--- src/rtl/pfq_pkg.sv ---
// Shared definitions for the prefetch queue: fetch FSM states, bus-width constants
// and the per-fetch byte count helper.
package pfq_pkg;

  typedef enum logic [1:0] {
    FS_IDLE    = 2'd0,
    FS_REQ     = 2'd1,
    FS_WAIT    = 2'd2,
    FS_DISCARD = 2'd3
  } fetch_state_t;

  localparam int BUS_BYTES_8088 = 1;
  localparam int BUS_BYTES_8086 = 2;

  function automatic logic bus_bytes_legal(input int bus_bytes);
    return (bus_bytes == BUS_BYTES_8088) || (bus_bytes == BUS_BYTES_8086);
  endfunction

  // An odd fetch pointer on a 16-bit bus can only pull the upper byte of the word.
  function automatic logic [1:0] calc_nbytes(input int bus_bytes, input logic fp0);
    if (bus_bytes == BUS_BYTES_8086 && !fp0) return 2'd2;
    return 2'd1;
  endfunction

endpackage

--- src/rtl/pfq_store.sv ---
// DEPTH-byte circular buffer: 1- or 2-byte write port, 1-byte combinational read port.
// Write-then-read latency is one cycle; i_clear empties it and wins over read and write.
module pfq_store #(
  parameter int DEPTH = 4,
  parameter int LW    = $clog2(DEPTH + 1)
) (
  input  logic          clk,
  input  logic          rst,
  input  logic          i_clear,
  input  logic          i_wr_en,
  input  logic          i_wr_two,
  input  logic [15:0]   i_wr_dat,
  input  logic          i_rd_en,
  output logic [7:0]    o_rd_dat,
  output logic [LW-1:0] o_count,
  output logic          o_empty
);

  localparam int PW = (DEPTH > 1) ? $clog2(DEPTH) : 1;

  logic [7:0]    r_mem [DEPTH];
  logic [PW-1:0] r_rd_ptr;
  logic [PW-1:0] r_wr_ptr;
  logic [LW-1:0] r_count;

  logic [PW-1:0] w_wr_ptr1;
  logic [LW-1:0] w_add;
  logic [LW-1:0] w_sub;
  logic          w_pop;

  // DEPTH need not be a power of two, so pointers wrap explicitly.
  function automatic logic [PW-1:0] ptr_inc(input logic [PW-1:0] p);
    return (p == PW'(DEPTH - 1)) ? '0 : p + PW'(1);
  endfunction

  assign w_wr_ptr1 = ptr_inc(r_wr_ptr);
  assign w_pop     = i_rd_en && (r_count != '0);
  assign w_add     = i_wr_en ? (i_wr_two ? LW'(2) : LW'(1)) : '0;
  assign w_sub     = w_pop ? LW'(1) : '0;

  always_ff @(posedge clk or posedge rst) begin
    if (rst) begin
      for (int i = 0; i < DEPTH; i++) r_mem[i] <= '0;
      r_rd_ptr <= '0;
      r_wr_ptr <= '0;
      r_count  <= '0;
    end else if (i_clear) begin
      r_rd_ptr <= '0;
      r_wr_ptr <= '0;
      r_count  <= '0;
    end else begin
      if (i_wr_en) begin
        r_mem[r_wr_ptr] <= i_wr_dat[7:0];
        if (i_wr_two) r_mem[w_wr_ptr1] <= i_wr_dat[15:8];
        r_wr_ptr <= i_wr_two ? ptr_inc(w_wr_ptr1) : w_wr_ptr1;
      end
      if (w_pop) r_rd_ptr <= ptr_inc(r_rd_ptr);
      r_count <= r_count + w_add - w_sub;
    end
  end

  assign o_rd_dat = r_mem[r_rd_ptr];
  assign o_count  = r_count;
  assign o_empty  = (r_count == '0);

endmodule

--- src/rtl/prefetch_queue_gen.sv ---
// 8088/8086 instruction prefetch queue: fetch FSM, fetch pointer, head offset and flush.
// Fill data visible one cycle after FILL_VALID; fetches issue only when the whole fill fits.
module prefetch_queue_gen
  import pfq_pkg::*;
#(
  parameter int BUS_BYTES = 1,
  parameter int DEPTH     = 4,
  parameter int LW        = $clog2(DEPTH + 1)
) (
  input  logic                   CORE_CLK,
  input  logic                   RESET,
  input  logic                   FLUSH,
  input  logic [15:0]            FLUSH_ADDR,
  input  logic                   SUSPEND,
  output logic                   FETCH_REQ,
  output logic [15:0]            FETCH_ADDR,
  output logic                   FETCH_ODD,
  input  logic                   FETCH_ACK,
  input  logic                   FILL_VALID,
  input  logic [8*BUS_BYTES-1:0] FILL_DATA,
  input  logic                   POP,
  output logic [7:0]             TOP_BYTE,
  output logic [15:0]            ADDR_OUT,
  output logic                   EMPTY,
  output logic [LW-1:0]          LEVEL
);

  // Unsupported bus widths fall back to 8088 behaviour.
  localparam int BB = bus_bytes_legal(BUS_BYTES) ? BUS_BYTES : BUS_BYTES_8088;
  localparam int CW = LW + 1;

  fetch_state_t r_state;
  fetch_state_t w_state_nxt;
  logic [15:0]  r_fp;
  logic [15:0]  r_addr_out;
  logic [15:0]  r_fetch_addr;
  logic         r_fetch_odd;
  logic [1:0]   r_nbytes;

  logic [1:0]    w_nbytes;
  logic          w_space;
  logic          w_start;
  logic          w_wr_en;
  logic          w_pop;
  logic [15:0]   w_wr_dat;
  logic [LW-1:0] w_level;
  logic          w_empty;
  logic [7:0]    w_top;

  assign w_nbytes = calc_nbytes(BB, r_fp[0]);
  assign w_space  = (CW'(w_level) + CW'(w_nbytes)) <= CW'(DEPTH);
  assign w_start  = (r_state == FS_IDLE) && !SUSPEND && !FLUSH && w_space;
  assign w_wr_en  = (r_state == FS_WAIT) && FILL_VALID && !FLUSH;
  assign w_pop    = POP && !w_empty && !FLUSH;

  // An odd fill carries its only valid byte in the upper lane.
  generate
    if (BB == 2) begin : g_bus16
      assign w_wr_dat = r_fetch_odd ? {8'h00, FILL_DATA[15:8]} : FILL_DATA[15:0];
    end else begin : g_bus8
      assign w_wr_dat = {8'h00, FILL_DATA[7:0]};
    end
  endgenerate

  always_comb begin
    w_state_nxt = r_state;
    case (r_state)
      FS_IDLE: begin
        if (w_start) w_state_nxt = FS_REQ;
      end
      FS_REQ: begin
        if (FLUSH)          w_state_nxt = FETCH_ACK ? FS_DISCARD : FS_IDLE;
        else if (FETCH_ACK) w_state_nxt = FS_WAIT;
      end
      FS_WAIT: begin
        if (FLUSH)           w_state_nxt = FILL_VALID ? FS_IDLE : FS_DISCARD;
        else if (FILL_VALID) w_state_nxt = FS_IDLE;
      end
      FS_DISCARD: begin
        if (!FLUSH && FILL_VALID) w_state_nxt = FS_IDLE;
      end
      default: w_state_nxt = FS_IDLE;
    endcase
  end

  always_ff @(posedge CORE_CLK or posedge RESET) begin
    if (RESET) begin
      r_state      <= FS_IDLE;
      r_fp         <= '0;
      r_addr_out   <= '0;
      r_fetch_addr <= '0;
      r_fetch_odd  <= 1'b0;
      r_nbytes     <= 2'd1;
    end else begin
      r_state <= w_state_nxt;
      // Address, odd flag and size stay frozen for the whole REQ/WAIT episode.
      if (w_start) begin
        r_fetch_addr <= (BB == 2) ? {r_fp[15:1], 1'b0} : r_fp;
        r_fetch_odd  <= (BB == 2) && r_fp[0];
        r_nbytes     <= w_nbytes;
      end
      if (FLUSH) begin
        r_fp       <= FLUSH_ADDR;
        r_addr_out <= FLUSH_ADDR;
      end else begin
        if (w_wr_en) r_fp <= r_fp + {14'd0, r_nbytes};
        if (w_pop)   r_addr_out <= r_addr_out + 16'd1;
      end
    end
  end

  pfq_store #(
    .DEPTH (DEPTH),
    .LW    (LW)
  ) u_store (
    .clk      (CORE_CLK),
    .rst      (RESET),
    .i_clear  (FLUSH),
    .i_wr_en  (w_wr_en),
    .i_wr_two (r_nbytes == 2'd2),
    .i_wr_dat (w_wr_dat),
    .i_rd_en  (w_pop),
    .o_rd_dat (w_top),
    .o_count  (w_level),
    .o_empty  (w_empty)
  );

  assign FETCH_REQ  = (r_state == FS_REQ);
  assign FETCH_ADDR = r_fetch_addr;
  assign FETCH_ODD  = r_fetch_odd;
  assign TOP_BYTE   = w_top;
  assign ADDR_OUT   = r_addr_out;
  assign EMPTY      = w_empty;
  assign LEVEL      = w_level;

endmodule

--- config.mk ---
export PLATFORM = sky130hd
export DESIGN_NAME = prefetch_queue_gen
export DESIGN_NICKNAME = d
export VERILOG_FILES = /design/src/rtl/pfq_pkg.sv /design/src/rtl/pfq_store.sv /design/src/rtl/prefetch_queue_gen.sv
export SDC_FILE = /design/constraint.sdc
export NUM_CORES = 1
export LEC_CHECK = 0
export CAP_MARGIN = 20
export CORE_MARGIN = 4
export CORE_UTILIZATION = 45
export CTS_BUF_LIST = sky130_fd_sc_hd__clkbuf_16
export DETAILED_ROUTE_END_ITERATION = 8
export GPL_ROUTABILITY_DRIVEN = 0
export HOLD_SLACK_MARGIN = 0.03
export PLACE_DENSITY_LB_ADDON = 0.15
export SETUP_SLACK_MARGIN = 0.3
export SLEW_MARGIN = 20
export SYNTH_ARGS = -nofsm -noshare
export SYNTH_HDL_FRONTEND = slang
export SYNTH_SLANG_ARGS = --single-unit
export TNS_END_PERCENT = 50
--- constraint.sdc ---
create_clock -name CORE_CLK -period 4 [get_ports CORE_CLK]
set_clock_uncertainty 0.15 [all_clocks]
set_input_delay 0.8 -clock CORE_CLK [delete_from_list [all_inputs] [get_ports CORE_CLK]]
set_output_delay 0.8 -clock CORE_CLK [all_outputs]
set_load 0.01 [all_outputs]
Word level (Yosys, flattened, before mapping) --
Index checks and enable logic that the tools add are counted.
Storage, ports and cells: flip-flop bits (word level) 89, output and inout bits 46, logic and storage cells 83
Cells by class: add/sub/neg operators 7, magnitude comparators 4, eq/ne operators 9, mux-type cells 28, bitwise gates (word level) 3, reductions and logical operators 21
Operators with widths (number):
- 16-bit 2-to-1 mux | 4
- 16-bit by 1-bit adder with 16-bit output, second input constant | 2
- 32-bit bitwise mux | 1
- 2-bit 2-to-1 mux | 14
- 8-bit 2-to-1 mux | 3
- 8-bit binary-select mux with 2-bit select | 1
- 8-bit demux with 2-bit select | 1
- 1-bit logical AND | 10
- 2-bit equality test, second input constant | 4
- 2-bit one-hot mux with 4 select lines | 1
- 3-bit greater-or-equal comparator, second input constant | 2
- 2-bit inverter with 3-bit output | 2
- 2-bit nonzero test | 3
- 2-bit by 1-bit adder with 2-bit output, second input constant | 2
- 3-bit by 1-bit adder with 4-bit output, second input constant | 1
- 4-bit by 3-bit less-or-equal comparator with 1-bit output, second input constant | 1
- 2-bit inequality test, second input constant | 2
- 4-bit AND reduction | 1
- 3-bit adder | 1
- 1-bit zero test | 3
- 3-bit zero test | 1
- 3-bit by 1-bit less-than comparator with 1-bit output, second input constant | 1
- 3-bit 2-to-1 mux | 1
- 3-bit by 2-bit inequality test with 1-bit output, second input constant | 1
- 8 further kinds | 9

Logic depth before layout (Yosys ltp) --
Gate-level depths: netlist of run 1.
word-level depth 8, gate-level depth with buffers 11

Cells and area by module --
A second synthesis of run 1 with hierarchy kept.
Second synthesis, totals: cell total of the unflattened synthesis 410, area, all modules 4942.2 sq um
By module, submodules not included:
- prefetch_queue_gen | instances 1, cells an instance 227, area an instance 2656.3 sq um
- pfq_store | instances 1, cells an instance 183, area an instance 2285.9 sq um

Least setup slack after synthesis of run 1 --
OpenSTA, ideal clock, no wires.
kind input to register, start in FLUSH, end reg u_store.r_count[2] (netlist: u_store.o_count[2]), library setup time 0.132 ns, data arrival time 2.460 ns, required time 3.718 ns, slack 1.258 ns, cell stages on the path 10, path through clkbuf_1 > buf_1 > nor2_1 > ha_1 > inv_1 > ha_1 > inv_1 > fa_1 > xnor2_1 > nor2_1
Between the ends: word-level cells in the longest chain between the ends 6
Ends and longest elaborated chain:
- from (decl) | line prefetch_queue_gen.sv:12 | input logic FLUSH,
- 1-bit zero test | line prefetch_queue_gen.sv:53, prefetch_queue_gen.sv:54
- 1-bit logical AND, on equally long branches | line prefetch_queue_gen.sv:53, prefetch_queue_gen.sv:54
- 1-bit 2-to-1 mux / 1-bit logical AND (equally long branches) | line pfq_store.sv:38, pfq_store.sv:37
- 3-bit adder / 1-bit 2-to-1 mux (equally long branches) | line pfq_store.sv:58, pfq_store.sv:39
- 3-bit subtractor | line pfq_store.sv:58 | r_count <= r_count + w_add - w_sub;
- 3-bit 2-to-1 mux * | line pfq_store.sv:47 | end else if (i_clear) begin
- to (signal assigned) | line pfq_store.sv:58
- to (decl) | line pfq_store.sv:24 | logic [LW-1:0] r_count;
Every way passes the cells marked *; elsewhere a longest branch is shown, timed or not. A chain may end at the register's enable or synchronous reset.

Worst setup path in the final report of run 1 --
start reg u_store.r_rd_ptr[0], end out TOP_BYTE[4]
Between the ends: word-level cells in the longest chain between the ends 4
Ends and longest elaborated chain:
- from (decl) | line pfq_store.sv:22 | logic [PW-1:0] r_rd_ptr;
- from (signal assigned) | line pfq_store.sv:57 | if (w_pop) r_rd_ptr <= ptr_inc(r_rd_ptr);
- 2-bit inverter with 3-bit output (implied by the code) | line pfq_store.sv:62 | assign o_rd_dat = r_mem[r_rd_ptr];
- 8-bit binary-select mux with 2-bit select | line pfq_store.sv:62
- 8-bit 2-to-1 mux (implied by the code) (2 in a row) | line pfq_store.sv:62
- to (decl) | line prefetch_queue_gen.sv:22 | output logic [7:0] TOP_BYTE,
Every way passes these cells. The select of a mux whose other input is x is not followed.

==> results of run 1 <==
[state kept, by name, summed over array words and instances, names as in the netlist]
signal / cells
u_store.r_rd_ptr: 2
u_store.o_count: 3
u_store.r_wr_ptr: 2
ADDR_OUT: 16
u_store.r_mem: 32
r_fp: 16
FETCH_ADDR: 16
r_state: 2
[layout by cell type (no fill, tap or decap), types with 6 or more instances in the layout]
cell             netlist  final
a21oi_1               12     12
a31oi_1                7      7
clkbuf_16              0      9
clkdlybuf4s50_1        0     75
dfrtp_1               89     89
ha_1                  10     10
inv_1                 11     11
mux2_2                53     53
mux2_4                 6      6
mux4_2                 8      8
nand2_1               22     22
nand3_1                8      8
nand4_1                9      9
nor2_1                20     20
nor3_1                 8      8
xnor2_1               13     13
xor2_1                 9      9
[per-layer routing]
layer  global-route usage [%]  vias up  routed length [um]
met2                     28.1       67                4580
met1                     26.3     1518                4590
met3                     3.37        7                 428
met5                        0        -                   0
li1                         -     1446                   -
met4                     3.84        0                  77
[cell usage after synthesis, types with 2 or more instances]
master	n	share of area, %
nor2b_1	2	0.29
clkbuf_1	7	0.60
nor4_1	5	0.71
and4b_1	2	0.46
mux2_4	6	2.1
buf_1	2	0.17
ha_1	10	2.9
nand2b_1	2	0.29
a31oi_1	7	1.0
mux2i_1	3	0.68
a21boi_0	3	0.51
o31ai_1	5	0.86
inv_1	11	0.94
xnor2_1	13	2.6
o31a_1	4	0.80
o21ai_0	4	0.46
nor2_1	20	1.7
nand4_1	9	1.3
and4_1	3	0.60
nand2_1	22	1.9
a21oi_1	12	1.4
mux4_2	8	4.1
or4_1	5	0.86
dfrtp_1	89	51
and2_1	2	0.29
nand3_1	8	0.91
nor3_1	8	0.91
xor2_1	9	1.8
mux2_2	53	14
and3_1	2	0.29
buf_6	2	0.51
[kinds of logic (layout without fill, tap and decap cells)]
| group | after synthesis | in the layout | share of synthesized area, % |
|---|---|---|---|
| compound gates | 40 | 40 | 6.16 |
| xor+xnor | 22 | 22 | 4.39 |
| fa+ha+maj | 12 | 12 | 3.54 |
| buf+inv | 25 | 106 | 2.97 |
| flops | 89 | 89 | 50.8 |
| mux | 70 | 70 | 20.5 |
| other cells | 1 | 1 | 0.0855 |
| simple gates | 97 | 97 | 11.6 |
[layout make-up]
cell class                      count  area share (%)
Clock buffer                        9            4.08
Clock inverter                      7           0.703
Tap cell                          129            2.93
Timing Repair Buffer               79            14.4
Multi-Input combinational cell    242            36.8
Sequential cell                    89            40.4
Inverter                           11           0.771
[worst max path at each step]
| stage | to | slack (ns) | cells past startpoint |
|---|---|---|---|
| finish | TOP_BYTE[4] | 0.85 | 2 |
| global route | u_store.o_count[2]$_DFF_PP0_ | 0.74 | 11 |
| CTS | TOP_BYTE[4] | 0.80 | 2 |
| detailed placement | u_store.o_count[2]$_DFF_PP0_ | 0.59 | 11 |
| global placement | u_store.o_count[2]$_DFF_PP0_ | 0.72 | 11 |
| floorplan | ADDR_OUT[0]$_DFFE_PP0P_ | 0.74 | 1 |
[through the flow]
stage	std cells	hold slack, ns	instance area (sq um)	util, %
final	566	0.349	5520	58.9
after global routing	566	0.360	5520	58.9
after floorplan	356	0.324	4390	-
after global placement	550	0.332	5250	56.1
after CTS	566	0.352	5520	58.9
after detailed placement	550	0.338	5250	56.1
[power groups by stage]
stage	clock (uW)	combinational, uW	sequential, uW
after floorplan	0	606	1320
after global placement	0	1070	1350
after detailed placement	0	1100	1360
after CTS	768	1110	1340
after global routing	815	1170	1380
final	755	1090	1340
==> results.cfg, run 1 <==
[drt]
final_antenna_net_count = 0
drtIter0Drc = 106
drt_drc_violations_left = 0
routed_wl_um = 9670
dr.pass1.iters = 4
wl_per_cell_um = 17.1
via_per_inst = 5.37
route.vias.total = 3038

[min_path]
min_from = u_store.r_mem[15]$_DFFE_PP0P_
hold_depth = 1
min_path_type = flip-flop to flip-flop
holdPathEnd = u_store.r_mem[15]$_DFFE_PP0P_

[worst_setup_path]
r2r_end = u_store.o_count[2]$_DFF_PP0_
cp_num_buf_inv = 1
r2r_start = r_state[0]$_DFFE_PP0P_
cp_top_family = flip-flops
crit_type = flip-flop to primary output
crit_start = u_store.r_rd_ptr[0]$_DFFE_PP0P_
max_stage_delay_ns = 0.74
cp_cell_sequence = mux4_2 > clkdlybuf4s50_1
crit_slowest_cell = dfrtp_1
required_ns = 3.05
worstSetupStartpointType = flip-flop
crit_path_end_kind = primary output
ff2ff_setup_slack_ns = 1.38
crit_fanout = 11
arrival_ns = 2.20
r2r_cells = 10

[global_routing]
antenna_found_initial = 0
grt_use_total_pct = 18.0
grt_pass1_wl_um = 16100
grt_max_degree = 34
grt_pass1_vias = 3069
grt_overflow = 0

[synthesis]
syn-cell-area_sq_mm = 0.00439
synth_nets = 398
yosysSeqAreaShare_pct = 50.8
synth.distinct_cells = 49
synth_edf_count = 0
async_flop_share_pct = 100
postSynthAreaPerCell_sq_um = 12.3
synth-warning-count = 0
ys_ff_latch = 89
ys.flop_type = dfrtp_1
syn_inst = 356

[floorplan]
dieArea_sq_mm = 0.0114
dieHeight_um = 107
die_w_um = 107
coreArea_sq_mm = 0.00937
rows = 35
initial_core_util_pct = 46.8
io_pins = 77

[power_and_ir_drop]
p_sw_uw = 974
switching_share_pct = 30.6
total_power_uw = 3180
p_int_uw = 2210
ir_drop_uv = 240
p_leak_uw = 0.00235
seqPwrFrac_pct = 42.1
power_frac_comb_pct = 34.2
pwr-share-clk_pct = 23.7
powerDensity_mw_per_mm2 = 577

[clock_network]
cts_tree = yes
clk_pin_slew_worst_paths_ns = 0.06
htree_levels = 3
insertion_delay_ns = 0.33
post_cts_buffers = 0
cts_inserted_buffers = 9
cts_root_buf = clkbuf_16
post_cts_resize_count = 0
postCtsHoldBufs = 0
cts.path.max_buffers = 2
clock-sinks = 89

[finish]
final_nets = 474
n_antenna_cell = 0
fill_cells = 798
drive_above_1_share_pct = 20.1
regArea_sq_mm = 0.00223
area_growth_pct = 25.8
multiInputGateArea_sq_mm = 0.00203

[run_status]
status = finished, final reports clean

[timing]
fmax_ghz = 0.317
slew_viol_final = 0
worst_slack_ns = 0.849
finalSetupTns_ns = 0
setup_viol = 0
rsz0062_at_grt = no
finalHoldViolCount = 0
min_period_ns = 3.15
worst_pin_slew_ns = 0.969
min_period_over_period_pct = 78.8
slew_headroom_pct = 35.4

[placement]
portBuffers = 75
place_ws_ns = 0.592
hpwl_um = 7020

[flow_run]
drv_cap = 0
Note: power is estimated with default switching activity, not from simulation.
==> run 2, diff against run 1 <==
==> constraint.sdc (replaced) <==
create_clock -name CORE_CLK -period 2.9 [get_ports CORE_CLK]
set_clock_uncertainty 0.15 [all_clocks]
set_input_delay 0.58 -clock CORE_CLK [delete_from_list [all_inputs] [get_ports CORE_CLK]]
set_output_delay 0.58 -clock CORE_CLK [all_outputs]
set_load 0.01 [all_outputs]
==> run 2 against run 1 <==
Combinational power rose by 43%. First-iteration DRC count rose by 10%. Highest routed layer unchanged. Critical path type unchanged. Non-clock buffer count rose by 11. Die area did not move.
==> results.cfg, run 2 (synthesized netlist as in run 1, its figures left out) <==
[timing]
finalSetupTns_ns = 0
rsz0062_at_grt = yes
slew_headroom_pct = 46.3
setup_viol = 0
slew_viol_final = 0
fmax_ghz = 0.392
worst_pin_slew_ns = 0.804
min_period_over_period_pct = 87.9
min_period_ns = 2.55
finalHoldViolCount = 0

[global_routing]
grt_use_total_pct = 17.9
use_met1_pct = 26.3
busiest_layer = met2
grtUsageMet3_pct = 3.01
grt_max_degree = 90
grt_pass1_wl_um = 16200
antenna_found_initial = 0
grt_overflow = 0
grt_use_met2_pct = 27.4
grt_pass1_vias = 3115

[worst_setup_path]
crit_path_end_kind = primary output
cp_top_family = buffers and inverters
cp_num_buf_inv = 2
arrival_ns = 1.82
crit_slowest_cell = mux4_2
crit_fanout = 4
ff2ff_setup_slack_ns = 0.56
r2r_end = u_store.o_count[2]$_DFF_PP0_
r2r_start = u_store.o_count[0]$_DFF_PP0_
critical_path_depth = 3
r2r_cells = 9
crit_start = u_store.r_rd_ptr[0]$_DFFE_PP0P_
crit_type = flip-flop to primary output
cp_cell_sequence = buf_4 > mux4_2 > clkdlybuf4s50_1
worstSetupStartpointType = flip-flop
cp-endpoint = TOP_BYTE[7]
required_ns = 2.17
max_stage_delay_ns = 0.50

[finish]
largest_register = u_store.r_mem
drive_above_1_share_pct = 22.6
layout_common_cells = dfrtp_1, clkdlybuf4s50_1, mux2_2
area_growth_pct = 28.7
final_nets = 485
layout_commonest_cell = dfrtp_1
largest_reg_flops = 32
fill_cells = 807
final_cells = 575
n_antenna_cell = 0

[drt]
route.vias.total = 3078
final_antenna_net_count = 0
via_per_inst = 5.35
wl_per_cell_um = 17.0
drtIter0Drc = 117
routed_wl_um = 9800
drt_drc_violations_left = 0
dr.pass1.iters = 4

[clock_network]
htree_levels = 3
insertion_delay_ns = 0.33
cts_root_buf = clkbuf_16
postCtsHoldBufs = 0
cts_inserted_buffers = 9
cts.path.max_buffers = 2
clock-sinks = 89
clk_pin_slew_worst_paths_ns = 0.06
cts_tree = yes

[floorplan]
coreArea_sq_mm = 0.00937
die_w_um = 107
io_pins = 77
dieArea_sq_mm = 0.0114
initial_core_util_pct = 46.8
dieHeight_um = 107
rows = 35

[power_and_ir_drop]
p_leak_uw = 0.00246
ir_drop_uv = 392
powerDensity_mw_per_mm2 = 810

[flow_run]
drv_cap = 0

[run_status]
status = finished, final reports clean

[placement]
hpwl_um = 6860
portBuffers = 75
place_inst = 558

[min_path]
hold_depth = 1
min_path_type = flip-flop to flip-flop
min_from = u_store.r_mem[8]$_DFFE_PP0P_
run 2: cell type report:
type | instances | area (sq um) | share of cell area [%]
clock buffer | 9 | 225 | 3.99
clock inverter | 5 | 73.8 | 1.31
inverter | 11 | 45.0 | 0.798
multi-input combinational | 242 | 2030 | 36.0
sequential | 89 | 2230 | 39.5
tap | 129 | 161 | 2.86
timing repair buffer | 90 | 877 | 15.5
run 2: repair_timing:
| item | in CTS | in global routing |
|---|---|---|
| endpoints found under the hold margin | 0 | 0 |
| pin swaps | 0 | 0 |
| setup buffers | 3 | 0 |
| gates resized for setup | 5 | 3 |
| endpoints found under the setup margin | 8 | 7 |
run 2: worst reg2reg max path, stage by stage, from the launching register on:
cell	delay, ns
dfrtp_1	0.49
o31ai_2	0.43
nor2_1	0.08
ha_1	0.27
inv_1	0.05
ha_1	0.13
inv_1	0.05
fa_1	0.37
xnor2_1	0.14
nor2_1	0.06
run 2: report_power, final:
part	switching, uW	internal [uW]	total (uW)
combinational	613	949	1560
clock	460	739	1200
sequential	266	1550	1810
run 2: how the worst min path moves through the flow:
stage                                          endpoint  slack (ns)
after floorplan           u_store.r_mem[10]$_DFFE_PP0P_        0.32
after global placement    u_store.r_mem[14]$_DFFE_PP0P_        0.33
after detailed placement   u_store.r_mem[8]$_DFFE_PP0P_        0.34
after CTS                  u_store.r_mem[8]$_DFFE_PP0P_        0.35
after global routing      u_store.r_mem[18]$_DFFE_PP0P_        0.37
final                      u_store.r_mem[8]$_DFFE_PP0P_        0.35
run 2: layer usage:
layer	vias up	routed length [um]
met5	-	0
met4	0	88
met3	8	419
met2	76	4590
met1	1530	4700
li1	1464	-
run 2: metrics by stage:
step                instance area (sq um)  total power, uW  hold WS [ns]  utilization, %  setup slack, ns
finish                               5650             4570         0.349            60.2            0.352
global route                         5650             4830         0.365            60.2            0.288
CTS                                  5640             4620         0.352            60.1            0.281
detailed placement                   5320             3410         0.338            56.7            0.171
global placement                     5320             3370         0.333            56.7            0.197
floorplan                            4390             2660         0.324               -            0.378
==> run 3, diff against run 2 <==
--- a/config.mk
+++ b/config.mk
@@ -5,13 +5,14 @@
 export SDC_FILE = /design/constraint.sdc
 export NUM_CORES = 1
 export LEC_CHECK = 0
+export ABC_AREA = 1
 export CAP_MARGIN = 20
 export CORE_MARGIN = 4
 export CORE_UTILIZATION = 45
 export CTS_BUF_LIST = sky130_fd_sc_hd__clkbuf_16
 export DETAILED_ROUTE_END_ITERATION = 8
 export GPL_ROUTABILITY_DRIVEN = 0
-export HOLD_SLACK_MARGIN = 0.03
+export GPL_TIMING_DRIVEN = 0
 export PLACE_DENSITY_LB_ADDON = 0.15
 export SETUP_SLACK_MARGIN = 0.3
 export SLEW_MARGIN = 20
==> run 3 against run 2 <==
Cell count is 41% higher. Maximum frequency fell by 5.9%. Via count is 38% higher. Worst setup slack got worse by 0.16 ns. Utilization is 0.11 points higher. Non-clock buffer count rose by 5. Largest power group unchanged. Highest routed layer unchanged.
==> results.cfg, run 3 <==
[clock_network]
htree_levels = 3
clk_pin_slew_worst_paths_ns = 0.06
cts.path.max_buffers = 2
clock-sinks = 89
cts_tree = yes
cts_root_buf = clkbuf_16
post_cts_buffers = 0
postCtsHoldBufs = 0
cts_inserted_buffers = 9
insertion_delay_ns = 0.35

[worst_setup_path]
cp_top_family = buffers and inverters
cp_num_buf_inv = 4
crit_path_end_kind = primary output
cp_cell_sequence = clkbuf_4 > inv_4 > clkbuf_8 > nor2_1 > o22ai_1 > clkdlybuf4s50_1
crit_slowest_cell = clkdlybuf4s50_1
worstSetupStartpointType = flip-flop
crit_type = flip-flop to primary output
crit_fanout = 10
required_ns = 2.17
r2r_cells = 11
arrival_ns = 1.98
critical_path_depth = 6
max_stage_delay_ns = 0.56

[drt]
route.vias.total = 4260
final_antenna_net_count = 0
via_per_inst = 5.27
drtIter0Drc = 286
wl_per_cell_um = 15.5
drt_drc_violations_left = 0
routed_wl_um = 12500
dr.pass1.iters = 5

[synthesis]
yosysSeqAreaShare_pct = 48.4
synth.distinct_cells = 33
syn-cell-area_sq_mm = 0.00460
post-synth-top-count-cell = nand2_1
synth_area_leader_cell = dfrtp_1
synth_edf_count = 0
synth_top_area_share_pct = 48.4
async_flop_share_pct = 100
synth-warning-count = 0
syn_inst = 583
synth_area_leaders = dfrtp_1, nand2_1, o21ai_0
synth_nets = 625
synthTopCellsByCount = nand2_1, dfrtp_1, o21ai_0, inv_1, nor2_1
ys.flop_type = dfrtp_1
postSynthAreaPerCell_sq_um = 7.90
ys_ff_latch = 89

[placement]
place_ws_ns = -0.135
portBuffers = 74
hpwl_um = 9130
place_inst = 793

[floorplan]
coreArea_sq_mm = 0.00986
die_w_um = 109
rows = 36
dieArea_sq_mm = 0.0119
initial_core_util_pct = 46.7
io_pins = 77
dieHeight_um = 109

[min_path]
hold_depth = 2
min_path_type = flip-flop to flip-flop

[power_and_ir_drop]
p_sw_uw = 1700
switching_share_pct = 34.5
p_leak_uw = 0.00280
seqPwrFrac_pct = 37.0
power_frac_comb_pct = 35.7
ir_drop_uv = 432
pwr-share-clk_pct = 27.3
powerDensity_mw_per_mm2 = 829
p_int_uw = 3230

[timing]
setup_viol = 0
slew_headroom_pct = 65.5
min_period_over_period_pct = 93.4
worst_slack_ns = 0.192
finalSetupTns_ns = 0
fmax_ghz = 0.369
rsz0062_at_grt = yes
min_period_ns = 2.71
worst_pin_slew_ns = 0.517
slew_viol_final = 0
finalHoldViolCount = 0

[finish]
n_antenna_cell = 0
drive_above_1_share_pct = 8.88
multiInputGateArea_sq_mm = 0.00207
regArea_sq_mm = 0.00223
utilization_pct = 60.4
largest_register = u_store.r_mem
layout_commonest_cell = nand2_1
layout_common_cells = nand2_1, dfrtp_1, o21ai_0
final_nets = 713
largest_reg_flops = 32
final_cells = 809
fill_cells = 855
area_growth_pct = 29.3

[global_routing]
antenna_found_initial = 0
grt_pass1_vias = 4210
grt_use_total_pct = 22.4
grt_overflow = 0
grt_max_degree = 28
grt_pass1_wl_um = 20400

[flow_run]
drv_cap = 0

[run_status]
status = finished, final reports clean
==> run 3: what timing repair did <==
item                                    in CTS  in global routing
pin swaps                                    0                  0
endpoints found under the setup margin      10                  6
resized for setup                           13                  6
gates cloned                                 0                  0
==> run 3: worst paths after layout <==
path	start	to	slack (ns)
min	FETCH_ADDR[11]$_DFFE_PP0P_	FETCH_ADDR[11]$_DFFE_PP0P_	0.33
min reg2reg	FETCH_ADDR[11]$_DFFE_PP0P_	FETCH_ADDR[11]$_DFFE_PP0P_	0.33
max reg2reg	u_store.o_count[1]$_DFF_PP0_	u_store.o_count[2]$_DFF_PP0_	0.40
min in group asynchronous	RESET	FETCH_ADDR[2]$_DFFE_PP0P_	0.45
max	u_store.r_rd_ptr[0]$_DFFE_PP0P_	TOP_BYTE[7]	0.19
max in group asynchronous	RESET	ADDR_OUT[15]$_DFFE_PP0P_	1.51
==> run 3: cell type report <==
class	count	area share, %
sequential	89	37.4
clock inverter	7	1.98
clock buffer	9	3.78
buffer	18	1.91
inverter	58	3.89
tap	133	2.80
multi-input combinational	418	34.7
timing repair buffer	77	13.5
==> run 3: power groups by stage <==
stage	combinational [uW]	clock, uW	sequential, uW
after floorplan	862	0	1870
after global placement	1740	0	1830
after detailed placement	1780	0	1840
after CTS	1780	1360	1830
after global routing	1960	1410	1870
final	1760	1350	1830
==> run 3: stage by stage <==
stage          instance area, sq um  hold WS, ns  power (uW)
3_5_place_dp                   5580        0.318        3620
6_report                       5950        0.331        4940
4_1_cts                        5940        0.335        4970
3_3_place_gp                   5510        0.310        3570
5_1_grt                        5950        0.347        5250
2_1_floorplan                  4610        0.298        2730
==> run 3: cells by family after synthesis <==
kind of cell	share of synthesized area [%]
fa+ha+maj	3.15
simple gates	25.4
xor+xnor	1.71
compound gates	14.3
buf+inv	6.99
flops	48.4
other cells	0.0815
==> run 3: worst register-to-register path: cells and delay by family (launching register included) <==
family / cells / cell delay (ns)
buf+inv: 4 / 0.28
simple gates: 2 / 0.52
compound gates: 2 / 0.22
flops: 1 / 0.44
fa+ha+maj: 3 / 0.79
==> run 3: routing by layer <==
| layer | share of wire, % | wire (um) | up-vias | global-route usage, % |
|---|---|---|---|---|
| met5 | 0 | 0 | - | 0 |
| met4 | 2.1 | 259 | 0 | 8.93 |
| met3 | 6.3 | 791 | 19 | 4.74 |
| met2 | 48 | 5990 | 142 | 36.4 |
| met1 | 44 | 5490 | 2018 | 29.1 |
| li1 | - | - | 2081 | - |
